===== config.mk =====
export PLATFORM = sky130hd
export DESIGN_NAME = calc_key_sequencer
export DESIGN_NICKNAME = d
export VERILOG_FILES = /design/src/rtl/calc_key_sequencer.sv
export SDC_FILE = /design/constraint.sdc
export NUM_CORES = 1
export LEC_CHECK = 0
export BUFFER_PORTS_ARGS = -buffer_cell sky130_fd_sc_hd__buf_2
export CELL_PAD_IN_SITES_DETAIL_PLACEMENT = 1
export CELL_PAD_IN_SITES_GLOBAL_PLACEMENT = 1
export CORE_ASPECT_RATIO = 0.8
export CORE_UTILIZATION = 44
export CTS_CLUSTER_DIAMETER = 200
export DETAILED_ROUTE_END_ITERATION = 10
export GPL_TIMING_DRIVEN = 0
export PLACE_DENSITY = 0.85
export SLEW_MARGIN = 0
export SYNTH_ARGS = -nofsm -noshare
export SYNTH_HDL_FRONTEND = slang
export SYNTH_SLANG_ARGS = --single-unit

===== constraint.sdc =====
create_clock -name clk -period 3.8 [get_ports clk]
set_clock_uncertainty 0.1 [all_clocks]
set_input_delay 0.95 -clock clk [delete_from_list [all_inputs] [get_ports clk]]
set_output_delay 0.95 -clock clk [all_outputs]
set_load 0.02 [all_outputs]

===== src/rtl/calc_key_sequencer.sv =====
// calc_key_sequencer: collects digit/operator/digit/equals key events into the
// 14-bit Calculator operation word (op_string), holds it for a settle time,
// then captures the Calculator result with a one-cycle valid pulse.
// op_string layout: [13:10] operand A, [9:6] operand B, [5:4] zero,
// [3:0] one-hot opcode (add=0001, sub=0010, and=0100, or=1000).
module calc_key_sequencer #(
   parameter int SETTLE_CYCLES = 2,
   parameter int KEY_W         = 5
) (
   input  logic             clk,
   input  logic             rst_n,
   input  logic             key_valid,
   input  logic [KEY_W-1:0] key_code,
   output logic [13:0]      op_string,
   input  logic [3:0]       res,
   output logic             busy,
   output logic [3:0]       result,
   output logic             result_valid,
   output logic             err
);

   typedef enum logic [2:0] {
      S_IDLE   = 3'd0,
      S_GOT_A  = 3'd1,
      S_GOT_OP = 3'd2,
      S_GOT_B  = 3'd3,
      S_ISSUE  = 3'd4,
      S_SETTLE = 3'd5
   } state_t;

   localparam logic [3:0] SETTLE_INIT = 4'(SETTLE_CYCLES - 1);

   // Operator keys 16..19 map to opcode bits 0..3 via their two low bits.
   function automatic logic [3:0] op_onehot(input logic [1:0] sel);
      logic [3:0] code;
      case (sel)
         2'd0:    code = 4'b0001;
         2'd1:    code = 4'b0010;
         2'd2:    code = 4'b0100;
         2'd3:    code = 4'b1000;
         default: code = 4'b0000;
      endcase
      return code;
   endfunction

   state_t      state_r, state_s;
   logic [3:0]  a_r, a_s, b_r, b_s, op_r, op_s, result_r, result_s, cnt_r, cnt_s;
   logic [13:0] str_r, str_s;
   logic        rv_r, rv_s, err_r, err_s, busy_r, busy_s;
   logic        is_dig_s, is_op_s, is_eq_s, is_clr_s, is_ill_s;

   assign is_dig_s = (key_code < KEY_W'(16));
   assign is_op_s  = (key_code >= KEY_W'(16)) && (key_code <= KEY_W'(19));
   assign is_eq_s  = (key_code == KEY_W'(20));
   assign is_clr_s = (key_code == KEY_W'(21));
   assign is_ill_s = (key_code >= KEY_W'(22));

   // Next-state and next-datapath decode; keys are only acted on in non-busy states.
   always_comb begin
      state_s  = state_r;
      a_s      = a_r;
      b_s      = b_r;
      op_s     = op_r;
      str_s    = str_r;
      cnt_s    = cnt_r;
      result_s = result_r;
      rv_s     = 1'b0;
      err_s    = err_r;
      case (state_r)
         S_ISSUE: begin
            str_s   = {a_r, b_r, 2'b00, op_r};
            cnt_s   = SETTLE_INIT;
            state_s = S_SETTLE;
         end
         S_SETTLE: begin
            if (cnt_r == 4'd0) begin
               result_s = res;
               rv_s     = 1'b1;
               state_s  = S_IDLE;
            end else begin
               cnt_s = cnt_r - 4'd1;
            end
         end
         S_IDLE, S_GOT_A, S_GOT_OP, S_GOT_B: begin
            if (!key_valid) begin
               state_s = state_r;
            end else if (is_clr_s) begin
               state_s = S_IDLE;
               a_s     = 4'd0;
               b_s     = 4'd0;
               op_s    = 4'd0;
               str_s   = 14'd0;
               err_s   = 1'b0;
            end else if (is_ill_s) begin
               err_s   = 1'b1;
               state_s = S_IDLE;
            end else begin
               case (state_r)
                  S_IDLE: begin
                     if (is_dig_s) begin
                        a_s     = key_code[3:0];
                        state_s = S_GOT_A;
                     end else begin
                        err_s   = 1'b1;
                        state_s = S_IDLE;
                     end
                  end
                  S_GOT_A: begin
                     if (is_dig_s) begin
                        a_s = key_code[3:0];
                     end else if (is_op_s) begin
                        op_s    = op_onehot(key_code[1:0]);
                        state_s = S_GOT_OP;
                     end else begin
                        err_s   = 1'b1;
                        state_s = S_IDLE;
                     end
                  end
                  S_GOT_OP: begin
                     if (is_op_s) begin
                        op_s = op_onehot(key_code[1:0]);
                     end else if (is_dig_s) begin
                        b_s     = key_code[3:0];
                        state_s = S_GOT_B;
                     end else begin
                        err_s   = 1'b1;
                        state_s = S_IDLE;
                     end
                  end
                  S_GOT_B: begin
                     if (is_dig_s) begin
                        b_s = key_code[3:0];
                     end else if (is_eq_s) begin
                        state_s = S_ISSUE;
                     end else begin
                        // A second operator after B has no defined meaning; hold.
                        state_s = state_r;
                     end
                  end
                  default: state_s = S_IDLE;
               endcase
            end
         end
         default: state_s = S_IDLE;
      endcase
      busy_s = (state_s == S_ISSUE) || (state_s == S_SETTLE);
   end

   // State and datapath registers with synchronous active-low reset.
   always_ff @(posedge clk) begin
      if (!rst_n) begin
         state_r  <= S_IDLE;
         a_r      <= 4'd0;
         b_r      <= 4'd0;
         op_r     <= 4'd0;
         str_r    <= 14'd0;
         cnt_r    <= 4'd0;
         result_r <= 4'd0;
         rv_r     <= 1'b0;
         err_r    <= 1'b0;
         busy_r   <= 1'b0;
      end else begin
         state_r  <= state_s;
         a_r      <= a_s;
         b_r      <= b_s;
         op_r     <= op_s;
         str_r    <= str_s;
         cnt_r    <= cnt_s;
         result_r <= result_s;
         rv_r     <= rv_s;
         err_r    <= err_s;
         busy_r   <= busy_s;
      end
   end

   assign op_string    = str_r;
   assign busy         = busy_r;
   assign result       = result_r;
   assign result_valid = rv_r;
   assign err          = err_r;

endmodule

# After elaboration in Yosys (flattened, before gate mapping)
# Cells that the tools add are included.
word_totals:
  latchBits: 0
  in_bits: 12
  rom_bits: 0
  reg_bits: 40
  out_inout_bits: 21
  ram_bits: 0
  memories: 0
  wordCells: 99
op_classes:
  n_div: 0
  n_reduce_logical: 22
  muxes: 41
  n_bitwise: 0
  n_shift: 0
  n_mul: 0
  n_eq_ne: 21
  addsub: 1
  magnitude_cmp: 4
ops:
  columns: ["cell", "count"]
  rows:
  - ["$mux W4", 13]
  - ["$mux W14", 2]
  - ["$pmux W14 S2", 1]
  - ["$mux W3", 8]
  - ["$pmux W4 S2", 3]
  - ["$pmux W4 S4", 1]
  - ["$reduce_and A5 Y1", 3]
  - ["$eq A3 B3 Y1 const B", 4]
  - ["$ne A4 B4 Y1 const B", 3]
  - ["$pmux W3 S4", 1]
  - ["$eq A5 B5 Y1 const B", 2]
  - ["$ge A5 B5 Y1 const B", 2]
  - ["$pmux W3 S3", 1]
  - ["$mux W1", 8]
  - ["$ne A2 B2 Y1 const B", 4]
  - ["$reduce_bool A2 Y1", 4]
  - ["$eq A3 B2 Y1 const B", 2]
  - ["$ne A3 B3 Y1 const B", 2]
  - ["$reduce_and A2 Y1", 3]
  - ["$reduce_and A6 Y1", 1]
  - ["$reduce_bool A3 Y1", 2]
  - ["$le A5 B5 Y1 const B", 1]
  - ["$lt A5 B5 Y1 const B", 1]
  - ["$reduce_bool A5 Y1", 1]
  - ["14 further kinds", 16]

# Depth between registers and ports, before layout
# Gate-level depths: netlist of the first run.
logic_depth:
  depth_word: 11
  mapped_depth: 6
  depth_no_buf: 6

# Worst setup path before layout of the first run
# Ideal clock, no wire load.
synth_path:
  path_type: "input port to flip-flop"
  from: "input key_code[1]"
  to: "register str_r[10] (netlist: op_string[10])"
  setup_slack_ns: 1.706
  t_required_ns: 3.578
  n_path_buf: 2
  path_stages: 5
  setup_ns: 0.122
  arrival_ns: 1.871
  cell_sequence: "buf_2 -> nand2b_1 -> o32ai_4 -> buf_2 -> o21ai_0"
synth_between:
  elab_chain_len: 3
synth_rtl:
  columns: ["element", "line", "source"]
  rows:
  - ["start, declared", "13", "input logic [KEY_W-1:0] key_code,"]
  - ["$eq A5 B5 Y1", "55", "assign is_clr_s = (key_code == KEY_W'(21));"]
  - ["$ne A2 B2 Y1 (no source line)", null, null]
  - ["$reduce_and A3 Y1 (no source line)", null, null]
  - ["end signal, assigned", "167", "str_r <= str_s;"]
  - ["end, declared", "48", "logic [13:0] str_r, str_s;"]
# No other way between the ends.
# A chain may end at the register's enable or synchronous reset.

# Worst setup path after layout of the first run
layout_path:
  from: "input key_code[1]"
  to: "register str_r[12] (netlist: op_string[12])"
# The elaborated chain is that of the path after synthesis.

==> results of run 1 <==
[where the power goes]
part | switching, mW | total (mW) | internal, mW
logic | 0.0376 | 0.0590 | 0.0214
registers | 0.00273 | 0.405 | 0.402
clock network | 0.145 | 0.341 | 0.196
total | 0.185 | 0.805 | 0.620
[worst min-delay path by stage]
stage / startpoint / to / slack [ps]
finish: op_string[1]$_SDFFE_PN0P_ / op_string[1]$_SDFFE_PN0P_ / 360
global placement: op_string[1]$_SDFFE_PN0P_ / op_string[1]$_SDFFE_PN0P_ / 340
detailed placement: op_string[1]$_SDFFE_PN0P_ / op_string[1]$_SDFFE_PN0P_ / 350
global route: op_string[0]$_SDFFE_PN0P_ / op_string[0]$_SDFFE_PN0P_ / 390
floorplan: op_r[0]$_SDFFE_PN0P_ / op_r[0]$_SDFFE_PN0P_ / 340
CTS: op_string[1]$_SDFFE_PN0P_ / op_string[1]$_SDFFE_PN0P_ / 360
[kinds of logic (layout without fill, tap and decap cells)]
group,count (synthesis),after routing,share of synthesized area [%]
adders and majority gates,2,2,1.407
AOI/OAI and AO/OA,37,37,13.86
buffers and inverters,18,54,5.771
muxes,16,16,9.008
and+or+nand+nor,85,85,26.46
xor gates and xnor gates,1,1,0.4927
other,1,2,0.2109
DFF,38,38,42.79
[cell type report]
| type | count | area (um2) |
|---|---|---|
| sequential | 38 | 760.7 |
| clock buffer | 7 | 76.32 |
| buffer | 16 | 95.09 |
| clock inverter | 1 | 30.03 |
| inverter | 2 | 7.507 |
| fill | 468 | 1732 |
| multi-input combinational | 143 | 918.4 |
| timing repair buffer | 28 | 140.1 |
| tap | 55 | 68.82 |
[flip-flops by register name (all words and copies together) (netlist names)]
register	cells
a_r	4
b_r	4
busy	1
cnt_r	4
err	1
op_r	4
op_string	12
result	4
result_valid	1
state_r	3
[worst reg2reg max path, delay by kind of cell, from the launching register on]
family | cells | cell delay (ps)
simple gates | 3 | 720
buf+inv | 1 | 120
fa+ha+maj | 1 | 170
flops | 1 | 310
mux | 1 | 230
[layer usage]
layer / global-route usage (%) / up-vias
met5: 0 / -
met1: 32.41 / 756
met2: 40.48 / 39
met4: 7.563 / 0
li1: - / 759
met3: 4.623 / 7
[cells in the final DEF (no fill, tap or decap), drive strengths merged, types with 2 or more instances in the layout]
| cell type | n |
|---|---|
| dfxtp | 38 |
| buf | 38 |
| nand2 | 33 |
| o21ai | 19 |
| mux2i | 16 |
| clkbuf | 13 |
| nand4 | 12 |
| nor2b | 8 |
| a21oi | 8 |
| nor2 | 7 |
| nand2b | 5 |
| nand3 | 4 |
| nand3b | 3 |
| inv | 2 |
| or3b | 2 |
| o22ai | 2 |
| and2 | 2 |
| a21o | 2 |
| nand4b | 2 |
| nor3 | 2 |
| ha | 2 |
| conb | 2 |
==> run_results.csv, run 1 <==
group,metric,value,unit
run_status,status,"complete, no violations",
placement,dp_cells,282,
clock_tree,cts_tree,"built",
route,ant_nets,0,
power_and_ir_drop,irDropWorstVdd,0.2624,mV
placement,place.gp.congestion,0.8475,
power_and_ir_drop,p_per_area,383.8,nW/um2
placement,dpl_cell_area,1991,um2
yosys,synth_top_area_share,42.79,%
global_route,grt_pass1_wl,7803,um
global_route,grt_max_degree,12,
hold_path,holdCritPathClass,"flop to flop",
route,dr.pass1.iters,4,
finish,finalNetCount,248,
global_route,grt-ovfl-total,0,
timing,holdWs,355.3,ps
clock_tree,hold_buffers,0,
critical_path,cp_data_arrival_time,2120,ps
finish,syn2layout_area_growth,17.95,%
clock_tree,clock_latency,290,ps
die,die_area,4301,um2
yosys,yosys-top-cells-count,"dfxtp_1, nand2_1, mux2i_1, o21ai_0, nand4_1",
yosys,ys_warn_count,0,
yosys,syn_area_per_cell,8.980,um2
yosys,synth_edf_count,0,
timing,hold_viol,0,
yosys,ys.flop_type,"dfxtp_1",
die,std_cell_rows,20,
critical_path,r2r_end,"result[2]$_SDFFE_PN0P_",
global_route,grt_usage,24.46,%
finish,postLayoutCellArea,2097,um2
critical_path,crit_type,"input pin to flop",
critical_path,crit_family,"compound AO/OA/AOI/OAI gates",
power_and_ir_drop,power,0.8049,mW
route,route.detailed.drc,0,
clock_tree,cts_setup_buffers,0,
power_and_ir_drop,p_leak,0.8974,nW
placement,place_ws,1457,ps
finish,fin_util,54.77,%
global_route,grt_pass1_vias,1551,
route,drtIter0Drc,92,
die,initial_core_util,46.44,%
critical_path,cp-startpoint,"key_code[1]",
critical_path,r2r_setup_slack,2060,ps
critical_path,cpPeakStageDelay,380,ps
route,wl_met3,189,um
critical_path,cp-start-kind,"input pin",
critical_path,reg2reg_depth,6,
finish,final_layout_size_suffix_gt1_share,22.55,%
clock_tree,cts_resized,0,
critical_path,worstPathCellList,"buf_2 -> nand2b_1 -> o32ai_4 -> buf_2 -> o21ai_0",
die,die_y,58.86,um
critical_path,path_buf_inv,2,
yosys,syn-cell-area,1778,um2
route,avgViaCountPerCell,5.383,
timing,fmax,487.7,MHz
finish,fin_cells,290,
clock_tree,clock_sinks,38,
critical_path,crit_end,"op_string[12]$_SDFFE_PN0P_",
yosys,synthTopCellsByArea,"dfxtp_1, mux2i_1, nand2_1, nand4_1, o21ai_0",
clock_tree,cts_root_buf,"clkbuf_8",
critical_path,critPathRequiredTime,3870,ps
route,drt-met1-wl,2159,um
yosys,yosys.cell_count.top_type,"dfxtp_1",
yosys,synth_top_area_cell,"dfxtp_1",
critical_path,cpMaxStageDelayCell,"o32ai_4",
timing,drv_slew,0,
die,die_w,73.07,um
critical_path,crit_path_end_kind,"flop",
global_route,antenna_found_initial,0,
timing,min_period_over_period,53.96,%
yosys,ys_seq_area_share,42.79,%
timing,grt_setup_unrepaired,"no",
hold_path,hold_path_depth,2,
route,top_layer,"met4",
critical_path,critPathMaxFanout,10,
clock_tree,numCtsBuffers,5,
timing,period_minus_slack,2050,ps
timing,setup_viol,0,
timing,setup_ws,1750,ps
critical_path,cp_common_cell,"buf_2",
yosys,synthArstFlopShare,0,%
clock_tree,clkTransAtPathRegs,70,ps
placement,dp_hpwl,3284,um
critical_path,r2r-start,"cnt_r[0]$_SDFFE_PN0P_",
timing,fin_tns_setup,0,ps
clock_tree,clockBufferDepth,2,
route,met2WireLength,2206,um
run,maxCapViolCount,0,
yosys,synth_cells,198,
die,pin_count,33,
route,wl_per_cell,15.89,um
die,core,3829,um2
route,wl,4608,um
route,vias,1561,
yosys,synth_seq_cells,38,
finish,antennaDiodeCount,0,
clock_tree,h-tree-depth,2,
placement,portBuffers,28,
yosys,synth_cell_type_count,41,
critical_path,crit_cells,5,
(Power assumes the default switching activity.)
==> inputs of run 2 (changes only) <==
- CORE_UTILIZATION: 44 -> 41
- PLACE_DENSITY: 0.85 -> 0.8
- clock period: 3.8 -> 2.1 ns (I/O delays scaled with it)
==> run 2 against run 1 <==
  * Die area grew 7.1%
  * Final cell count grew 0.34%
  * Critical endpoint is now result[2]$_SDFFE_PN0P_
  * Register-to-register slack lost 1700 ps
  * Critical path type is now flop to flop
  * Largest cell class unchanged
==> run_results.csv, run 2 (synthesis results as in run 1) <==
group,metric,value,unit
finish,layout_commonest_cell,"dfxtp_1",
critical_path,crit_type,"flop to flop",
finish,final_cell_mix,"dfxtp_1, nand2_1, buf_2, mux2i_1, o21ai_0",
clock_tree,clock_latency,280,ps
global_route,grt_max_degree,12,
timing,fin_tns_setup,0,ps
finish,finalNetCount,248,
route,drtIter0Drc,66,
die,pin_count,33,
critical_path,cp-start-kind,"flop",
critical_path,cpMaxStageDelayCell,"or3b_1",
finish,final_layout_size_suffix_gt1_share,23.08,%
timing,hold_viol,0,
clock_tree,cts_resized,0,
finish,largest_register_ffs,12,
clock_tree,clockBufferDepth,2,
timing,min_period_over_period,81.40,%
power_and_ir_drop,irDropWorstVdd,0.3104,mV
critical_path,crit_path_end_kind,"flop",
global_route,grt-ovfl-total,0,
global_route,grt_usage,20.29,%
die,die_y,60.90,um
hold_path,holdCritPathClass,"flop to flop",
die,core,4178,um2
placement,dp_hpwl,3044,um
placement,portBuffers,28,
critical_path,critPathRequiredTime,2180,ps
global_route,grt_pass1_vias,1448,
clock_tree,clock_sinks,38,
route,wl,4176,um
finish,multi_input_area,918.4,um2
clock_tree,cts_setup_buffers,0,
route,avgViaCountPerCell,5.227,
route,route.detailed.drc,0,
run_status,status,"complete, no violations",
power_and_ir_drop,p_leak,0.8887,nW
timing,setup_viol,0,
finish,n_fill_cell,525,
placement,dpl_cell_area,1993,um2
die,die_w,75.63,um
die,die_area,4606,um2
timing,fmax,585.0,MHz
clock_tree,cts_tree,"built",
route,vias,1521,
power_and_ir_drop,p_per_area,634.2,nW/um2
global_route,antenna_found_initial,0,
clock_tree,clkTransAtPathRegs,70,ps
clock_tree,h-tree-depth,2,
timing,drv_slew,0,
critical_path,critPathMaxFanout,5,
route,ant_nets,0,
die,std_cell_rows,21,
finish,antennaDiodeCount,0,
route,dr.pass1.iters,4,
critical_path,worstPathCellList,"inv_1 -> ha_1 -> or3b_1 -> nor2_4 -> mux2i_1 -> nor2b_1",
finish,postLayoutCellArea,2072,um2
finish,regArea,760.7,um2
global_route,grt_pass1_wl,6886,um
critical_path,cp_data_arrival_time,1790,ps
run,maxCapViolCount,0,
die,initial_core_util,42.56,%
clock_tree,cts_root_buf,"clkbuf_8",
power_and_ir_drop,power,1.314,mW
clock_tree,numCtsBuffers,5,
finish,syn2layout_area_growth,16.54,%
placement,place.gp.congestion,0.7705,
route,wl_per_cell,14.35,um
timing,period_minus_slack,1709,ps
clock_tree,hold_buffers,0,
critical_path,cpPeakStageDelay,420,ps
timing,grt_setup_unrepaired,"no",
## run 2: cell types whose count changed in the layout (fill, tap and decap cells not counted)
cell	before	now
clkbuf_1	8	6
clkinv_2	0	2
bufinv_16	1	0
## run 2: path summary, 6_finish.rpt
kind | depth (start not counted) | from | slack, ps | to
worst min-delay path | 2 | op_string[2]$_SDFFE_PN0P_ | 350 | op_string[2]$_SDFFE_PN0P_
worst max register to register | 6 | cnt_r[0]$_SDFFE_PN0P_ | 390 | result[2]$_SDFFE_PN0P_
worst min register to register | 2 | op_string[2]$_SDFFE_PN0P_ | 350 | op_string[2]$_SDFFE_PN0P_
worst max-delay path | 6 | cnt_r[0]$_SDFFE_PN0P_ | 390 | result[2]$_SDFFE_PN0P_
## run 2: area by class of cell
type / count / area share [%]
Multi-Input combinational cell: 143 / 44.32
Sequential cell: 38 / 36.71
Timing Repair Buffer: 28 / 6.763
Buffer: 16 / 4.589
Tap cell: 57 / 3.442
Clock buffer: 5 / 3.321
Clock inverter: 2 / 0.4831
Inverter: 2 / 0.3623
## run 2: where the power goes
part,total (mW),switching [mW],internal [mW]
logic,0.106,0.0669,0.0388
clock network,0.476,0.253,0.223
registers,0.732,0.00479,0.728
## run 2: routing by layer
layer  wire length (um)  track usage [%]
met3                170            5.150
met2               1915            33.29
met5                  0                0
met4                 21            5.556
met1               2068            26.66
## run 2: metrics by stage
step                hold slack (ps)  worst slack [ps]  util [%]  cells
floorplan                     338.4             431.3         -    199
global placement              337.1             225.1     47.71    284
detailed placement            343.7             161.1     47.71    284
CTS                           355.5             370.3     49.60    291
global route                  378.0             279.6     49.60    291
finish                        348.4             390.7     49.60    291
## run 2: worst max-delay path: cells and delay by family, from the launching register on
family                     cells  cell delay (ps)
buffers and inverters          1              110
DFF                            1              310
adders and majority gates      1              170
muxes                          1              210
and+or+nand+nor                3              710
==> inputs of run 3 (changes only) <==
- clock period: 2.1 -> 1.8 ns (I/O delays scaled with it)
==> run 3 against run 2 <==
  * Critical path depth did not move
  * Global-route usage stayed put
  * Final cell count is the same
  * Clock power up 17%
  * Power grew 17%
  * Combinational power grew 16%
  * Worst hold slack got worse by 23 ps
  * Non-clock buffer count stayed put
  * Sequential power increased by 17%
  * Critical endpoint unchanged
  * Largest cell class unchanged
  * Highest routed layer unchanged
==> run_results.csv, run 3 (synthesis results as in run 1) <==
group,metric,value,unit
run_status,status,"complete, no violations",
die,std_cell_rows,21,
route,vias,1521,
power_and_ir_drop,irDropWorstVdd,0.3618,mV
placement,portBuffers,28,
finish,syn2layout_area_growth,16.68,%
clock_tree,clock_latency,280,ps
power_and_ir_drop,p_per_area,739.6,nW/um2
global_route,grt_pass1_vias,1448,
timing,drv_slew,0,
critical_path,crit_family,"simple AND/OR/NAND/NOR gates",
critical_path,cp-startpoint,"cnt_r[0]$_SDFFE_PN0P_",
critical_path,r2r-start,"cnt_r[0]$_SDFFE_PN0P_",
finish,largest_register_ffs,12,
die,die_w,75.63,um
global_route,antenna_found_initial,0,
finish,finalNetCount,248,
power_and_ir_drop,p_sw,0.3800,mW
clock_tree,hold_buffers,0,
power_and_ir_drop,switching_share,24.77,%
die,pin_count,33,
finish,antennaDiodeCount,0,
global_route,grt-ovfl-total,0,
hold_path,holdCritPathClass,"input pin to flop",
route,drtIter0Drc,69,
clock_tree,clkTransAtPathRegs,70,ps
timing,fmax,603.8,MHz
timing,grt_setup_unrepaired,"no",
route,top_layer,"met4",
clock_tree,h-tree-depth,2,
die,die_y,60.90,um
clock_tree,numCtsBuffers,5,
die,core,4178,um2
route,wl_met3,167,um
timing,setup_viol,0,
critical_path,worstPathCellList,"inv_1 -> ha_1 -> or3b_4 -> nor2_4 -> mux2i_1 -> nor2b_1",
route,wl_per_cell,14.42,um
finish,fin_util,49.66,%
power_and_ir_drop,power,1.534,mW
timing,hold_viol,0,
placement,place_ws,-63.92,ps
power_and_ir_drop,p_int,1.154,mW
placement,place.gp.congestion,0.7705,
die,die_area,4606,um2
power_and_ir_drop,power_frac_clock,36.3,%
global_route,grt_max_degree,12,
critical_path,crit_path_end_kind,"flop",
placement,dp_hpwl,3044,um
clock_tree,clock_sinks,38,
timing,setup_ws,143.9,ps
critical_path,crit_type,"flop to flop",
power_and_ir_drop,combinationalPowerShare,8.0,%
critical_path,reg2reg_depth,6,
finish,final_cell_mix,"dfxtp_1, nand2_1, buf_2, mux2i_1, o21ai_0",
critical_path,cp-start-kind,"flop",
route,drt-met1-wl,2089,um
finish,n_fill_cell,525,
finish,final_layout_size_suffix_gt1_share,23.50,%
timing,holdWs,325.5,ps
critical_path,path_buf_inv,1,
route,route.detailed.drc,0,
route,dr.pass1.iters,4,
finish,fin_cells,291,
run,maxCapViolCount,0,
route,met2WireLength,1917,um
critical_path,r2r_setup_slack,140,ps
global_route,grt_usage,20.29,%
finish,layout_commonest_cell,"dfxtp_1",
clock_tree,cts_root_buf,"clkbuf_8",
route,avgViaCountPerCell,5.227,
clock_tree,clockBufferDepth,2,
power_and_ir_drop,p_seq_share,55.7,%
critical_path,crit_cells,6,
critical_path,critPathMaxFanout,5,
placement,dp_cells,284,
clock_tree,cts_setup_buffers,0,
critical_path,r2r_end,"result[2]$_SDFFE_PN0P_",
clock_tree,cts_tree,"built",
timing,min_period_over_period,92.01,%
critical_path,cpMaxStageDelayCell,"or3b_4",
critical_path,cpPeakStageDelay,400,ps
route,ant_nets,0,
critical_path,cp_data_arrival_time,1740,ps
die,initial_core_util,42.56,%
power_and_ir_drop,p_leak,0.8835,nW
timing,period_minus_slack,1656,ps
clock_tree,cts_resized,0,
global_route,grt_pass1_wl,6886,um
critical_path,crit_end,"result[2]$_SDFFE_PN0P_",
critical_path,critPathRequiredTime,1880,ps
route,wl,4195,um
-- run 3: cell counts in the layout (fill, tap and decap cells not counted) --
Identical to the previous run, type by type.
-- run 3: final cells by class --
class	count	area, um2	area share (%)
clock inverters	2	10.01	0.4825
repair buffers	28	140.1	6.755
flip-flops and latches	38	760.7	36.67
inverters	2	7.507	0.3619
clock buffers	5	68.82	3.317
plain buffers	16	95.09	4.584
well taps	57	71.32	3.438
multi-input cells	143	920.9	44.39
-- run 3: layer usage --
metal | global-route usage (%) | vias up
met4 | 5.556 | 0
li1 | - | 758
met3 | 5.150 | 2
met5 | 0 | -
met2 | 33.29 | 35
met1 | 26.66 | 726
-- run 3: worst min-delay path by stage --
| stage | from | to | slack [ps] | depth (start not counted) |
|---|---|---|---|---|
| 2_1_floorplan | op_r[0]$_SDFFE_PN0P_ | op_r[0]$_SDFFE_PN0P_ | 340 | 2 |
| 3_3_place_gp | op_string[2]$_SDFFE_PN0P_ | op_string[2]$_SDFFE_PN0P_ | 340 | 2 |
| 3_5_place_dp | op_string[2]$_SDFFE_PN0P_ | op_string[2]$_SDFFE_PN0P_ | 340 | 2 |
| 4_1_cts | res[0] | result[0]$_SDFFE_PN0P_ | 330 | 3 |
| 5_1_grt | res[3] | result[3]$_SDFFE_PN0P_ | 330 | 3 |
| 6_report | res[0] | result[0]$_SDFFE_PN0P_ | 330 | 3 |
-- run 3: power by group through the flow --
stage / logic [mW] / registers [mW] / clock network (mW)
5_1_grt: 0.136 / 0.855 / 0.606
3_5_place_dp: 0.123 / 0.874 / 0
3_3_place_gp: 0.121 / 0.874 / 0
4_1_cts: 0.124 / 0.855 / 0.567
2_1_floorplan: 0.0809 / 0.875 / 0
6_report: 0.123 / 0.855 / 0.556
-- run 3: worst register-to-register path: stages (launching register included) --
cell and delay, ps:
dfxtp_1 310, inv_1 110, ha_1 170, or3b_4 400
nor2_4 190, mux2i_1 210, nor2b_1 60
-- run 3: per-stage QoR --
| stage | instance area (um2) | TNS [ps] |
|---|---|---|
| detailed placement | 1993 | -414.4 |
| global route | 2074 | 0 |
| global placement | 1993 | 0 |
| CTS | 2072 | 0 |
| finish | 2074 | 0 |
| floorplan | 1782 | 0 |
